===== src/rtl/io_input_debounce.sv =====
// +--------------------------------------------------------------------------+
// | io_input_debounce: synchronise/debounce board switches and keys, emit     |
// | key-press strobes and a sticky switch-change flag.       Rev 1.0          |
// +--------------------------------------------------------------------------+
`default_nettype none

module io_input_debounce #(
  parameter int SW_W            = 18,
  parameter int KEY_W           = 4,
  parameter int DEBOUNCE_CYCLES = 500000,
  parameter int CNT_W           = $clog2(DEBOUNCE_CYCLES + 1)
) (
  input  logic             clk,
  input  logic             rst_n,
  input  logic [SW_W-1:0]  sw_in,
  input  logic [KEY_W-1:0] key_in,
  output logic [SW_W-1:0]  sw_out,
  output logic [KEY_W-1:0] key_out,
  output logic [KEY_W-1:0] key_press,
  output logic             io_changed,
  input  logic             io_ack
);

  localparam logic [CNT_W-1:0] c_CNT_LAST = CNT_W'(DEBOUNCE_CYCLES - 1);
  localparam logic [CNT_W-1:0] c_CNT_ONE  = CNT_W'(1);

  logic [SW_W-1:0]  r_sw_meta, r_sw_s2, r_sw_s2_q, r_sw_out;
  logic [CNT_W-1:0] r_sw_cnt;
  logic [KEY_W-1:0] r_key_meta, r_key_s2, r_key_s2_q, r_key_out, r_key_press;
  logic [CNT_W-1:0] r_key_cnt [KEY_W];
  logic             r_io_changed;

  logic             w_sw_pending, w_sw_done;
  logic [SW_W-1:0]  w_sw_out_nxt;
  logic [CNT_W-1:0] w_sw_cnt_nxt;
  logic [KEY_W-1:0] w_key_pending, w_key_done, w_key_out_nxt;
  logic [CNT_W-1:0] w_key_cnt_nxt [KEY_W];

  // Shared counter: any switch movement restarts the whole group.
  assign w_sw_pending = (r_sw_s2 == r_sw_s2_q) && (r_sw_s2 != r_sw_out);
  assign w_sw_done    = w_sw_pending && (r_sw_cnt == c_CNT_LAST);
  assign w_sw_out_nxt = w_sw_done ? r_sw_s2 : r_sw_out;
  assign w_sw_cnt_nxt = (w_sw_pending && !w_sw_done) ? r_sw_cnt + c_CNT_ONE : '0;

  for (genvar i = 0; i < KEY_W; i++) begin : g_key
    assign w_key_pending[i] = (r_key_s2[i] == r_key_s2_q[i]) && (r_key_s2[i] != r_key_out[i]);
    assign w_key_done[i]    = w_key_pending[i] && (r_key_cnt[i] == c_CNT_LAST);
    assign w_key_out_nxt[i] = w_key_done[i] ? r_key_s2[i] : r_key_out[i];
    assign w_key_cnt_nxt[i] = (w_key_pending[i] && !w_key_done[i]) ?
                              r_key_cnt[i] + c_CNT_ONE : '0;
  end

  always_ff @(posedge clk or negedge rst_n) begin
    if (!rst_n) begin
      r_sw_meta    <= '0;
      r_sw_s2      <= '0;
      r_sw_s2_q    <= '0;
      r_sw_out     <= '0;
      r_sw_cnt     <= '0;
      r_key_meta   <= '1;
      r_key_s2     <= '1;
      r_key_s2_q   <= '1;
      r_key_out    <= '1;
      r_key_cnt    <= '{default: '0};
      r_key_press  <= '0;
      r_io_changed <= 1'b0;
    end else begin
      r_sw_meta    <= sw_in;
      r_sw_s2      <= r_sw_meta;
      r_sw_s2_q    <= r_sw_s2;
      r_sw_out     <= w_sw_out_nxt;
      r_sw_cnt     <= w_sw_cnt_nxt;
      r_key_meta   <= key_in;
      r_key_s2     <= r_key_meta;
      r_key_s2_q   <= r_key_s2;
      r_key_out    <= w_key_out_nxt;
      r_key_cnt    <= w_key_cnt_nxt;
      r_key_press  <= r_key_out & ~w_key_out_nxt;
      // A new switch value outranks a simultaneous acknowledge.
      if (w_sw_out_nxt != r_sw_out) begin
        r_io_changed <= 1'b1;
      end else if (io_ack) begin
        r_io_changed <= 1'b0;
      end
    end
  end

  assign sw_out     = r_sw_out;
  assign key_out    = r_key_out;
  assign key_press  = r_key_press;
  assign io_changed = r_io_changed;

endmodule

`default_nettype wire

===== config.mk =====
export PLATFORM = sky130hd
export DESIGN_NAME = io_input_debounce
export DESIGN_NICKNAME = d
export VERILOG_FILES = /design/src/rtl/io_input_debounce.sv
export SDC_FILE = /design/constraint.sdc
export NUM_CORES = 1
export LEC_CHECK = 0
export CAP_MARGIN = 20
export CORE_MARGIN = 8
export CORE_UTILIZATION = 50
export CTS_BUF_LIST = sky130_fd_sc_hd__clkbuf_4
export CTS_CLUSTER_SIZE = 16
export DETAILED_ROUTE_END_ITERATION = 10
export DONT_BUFFER_PORTS = 1
export PLACE_DENSITY = 0.66
export SLEW_MARGIN = 5
export SYNTH_ARGS = -nofsm -noshare
export SYNTH_HDL_FRONTEND = slang
export SYNTH_SLANG_ARGS = --single-unit

===== constraint.sdc =====
create_clock -name clk -period 3.3 [get_ports clk]
set_clock_uncertainty 0.05 [all_clocks]
set_input_delay 0.66 -clock clk [delete_from_list [all_inputs] [get_ports clk]]
set_output_delay 0.66 -clock clk [all_outputs]
set_load 0.02 [all_outputs]

==> results_dict.tcl <==
set metrics [dict create \
    slew_headroom_pct 45.86 \
    nets 740 \
    dieArea_mm2 0.01984 \
    post-route-period-util_pct 79.52 \
    rsz0062_at_grt "false" \
    grt_antenna_before_repair 1 \
    h-tree-depth 4 \
    cp_max_fo 19 \
    rows 45 \
    tightestPinTransition_ns 0.8082 \
    fmax_mhz 381.1 \
    first_iter_violations 199 \
    dr.pass1.iters 4 \
    wire_per_inst_um 15.03 \
    fin_tns_setup_ns 0 \
    startpoint_type "flop" \
    yosys_warnings 0 \
    vdd.ir_drop.worst_mv 0.2881 \
    timing.hold.ws_ns -0.2827 \
    cts_sinks 188 \
    end_kind "flop" \
    hp-class "primary input to asynchronous set/reset pin" \
    grt_max_degree 189 \
    finalPower_uw 3630 \
    crit_type "flop to flop" \
    p_leak_uw 0.003490 \
    clkTransAtPathRegs_ns 0.16 \
    fp.dieW_um 140.9 \
    design_area_mm2 0.008489 \
    ys.flop_type "dfrtp_1" \
    design.core.area_mm2 0.01520 \
    cp_data_arrival_time_ns 3.03 \
    layout-drive-gt1-share_pct 11.07 \
    finalSetupViolCount 0 \
    post-route-min-period_ns 2.624 \
    multi_input_area_mm2 0.002965 \
    async_flop_share_pct 100.0 \
    final_cell_mix "172 x dfrtp_1, 115 x nor2_1, 71 x xnor2_1" \
    timing.max_cap.violations 0 \
    grt_pass1_wl_um 23780 \
    start_util_pct 51.28 \
    slew_viol_final 0 \
    grt_pass1_vias 4931 \
    synth_seq_cells 188 \
    cts_resized 0 \
    port_buffers 0 \
    via_per_inst 5.245 \
    synth_cells 678 \
    status "finished, violations left" \
    syn_nets 708 \
    fillers 1333 \
    layout_commonest_cell "dfrtp_1" \
    die_h_um 140.9 \
    clock_path_buffers 2 \
    antenna_left 0 \
    cts_tree "built" \
    synth.distinct_cells 38 \
    failed_checks "negative hold slack" \
    required_ns 3.71 \
    final-hold-violation-count 178 \
    synth_area_mm2 0.007796 \
    placed_cell_area_mm2 0.008004 \
    area_delta_synth_final_pct 8.891 \
    clk_latency_ns 0.57 \
    grt.total_usage_pct 14.92 \
    hpwl_um 9330 \
    avgSynthCellArea_um2 11.50 \
    cts_buffers 17 \
    post_cts_buffers 0 \
    synth.yosys.seq_area_share_pct 60.60 \
    vias 4789 \
    synth_edf_count 0 \
    powerDensity_mw_per_mm2 427.6 \
    grt.overflow.total 0 \
    drc_errors 0 \
    holdBufCountCts 17 \
    place.gp.congestion 0.7637 \
    ios 52 \
    clock-root-buffer "clkbuf_4" \
    wirelength_um 13720 \
    seqCellArea_mm2 0.004725 \
]
[cell usage after synthesis (2+ instances only)]
cell	number	share of area, %
dfrtp_1	172	55
nor2_1	115	5.5
xnor2_1	71	8.0
xor2_1	49	5.5
nand2_1	43	2.1
nand3_1	42	2.7
nor3_1	37	2.4
dfstp_2	16	5.4
nand4_1	14	1.1
inv_1	13	0.63
mux2_2	13	1.9
clkbuf_1	11	0.53
nor4_1	11	0.88
and3_1	9	0.72
mux2_4	9	1.7
and4_1	7	0.79
or3_1	6	0.48
ha_1	5	0.80
nor4b_1	5	0.56
a21oi_1	4	0.26
nand2b_1	3	0.24
nor2b_1	3	0.24
o21ai_0	3	0.19
and2_1	2	0.16
or4b_1	2	0.26
[worst max-delay path: stages, from the launching register on]
cell      delay [ns]
dfrtp_1         0.46
or4bb_1         0.52
or4_4           0.56
nor3_4          0.23
o211ai_4        0.30
mux2_4          0.40
[registers in the layout, summed over array words and instances (netlist names)]
signal      count
r_sw_s2_q      18
r_key_cnt      76
r_key_s2_q      4
io_changed      1
r_sw_s2        18
key_press       4
r_sw_meta      18
key_out         4
r_key_s2        4
r_sw_cnt       19
sw_out         18
r_key_meta      4
[layout make-up]
class | instances | area share (%)
sequential | 188 | 55.65
antenna | 2 | 0.05895
multi-input combinational | 464 | 34.93
clock inverter | 14 | 1.474
tap | 188 | 2.771
clock buffer | 18 | 1.592
timing repair buffer | 26 | 2.948
inverter | 13 | 0.5748
[cells by family after synthesis]
kind of cell	after synthesis	synth area share (%)
simple gates	307	19.16
flops	188	60.60
xor+xnor	120	13.48
buf+inv	26	1.364
mux	22	3.611
compound gates	10	0.9789
fa+ha+maj	5	0.8024
[metrics by stage]
stage,setup WS [ns],utilization (%),cells
2_1_floorplan,0.8177,-,678
3_3_place_gp,0.7210,52.65,857
4_1_cts,0.6530,55.48,906
5_1_grt,0.5456,55.83,912
6_report,0.6758,55.84,913
3_5_place_dp,0.6721,52.65,857
[power by group]
group	internal (uW)	switching (uW)
combinational	46.1	37.7
clock	335	820
sequential	2360	34.8
[final timing paths]
path                               from             to  slack [ns]  cells after the start
max                         r_sw_cnt[5]      sw_out[9]        0.68                      5
min                               rst_n   r_key_cnt[8]       -0.28                      0
max reg2reg                 r_sw_cnt[5]      sw_out[9]        0.68                      5
min reg2reg                r_sw_meta[3]     r_sw_s2[3]        0.31                      0
max in group asynchronous         rst_n  r_key_meta[1]        3.15                      0
min in group clk                 io_ack     io_changed        0.13                      1
[per-layer routing]
layer / vias to the layer above / share of wire, % / track usage [%]
met5: - / 0 / 0
met4: 0 / 1.5 / 5.147
met3: 19 / 5.2 / 5.233
met2: 66 / 50 / 24.07
met1: 2361 / 44 / 18.33
li1: 2343 / - / -
(Power assumes the default switching activity.)
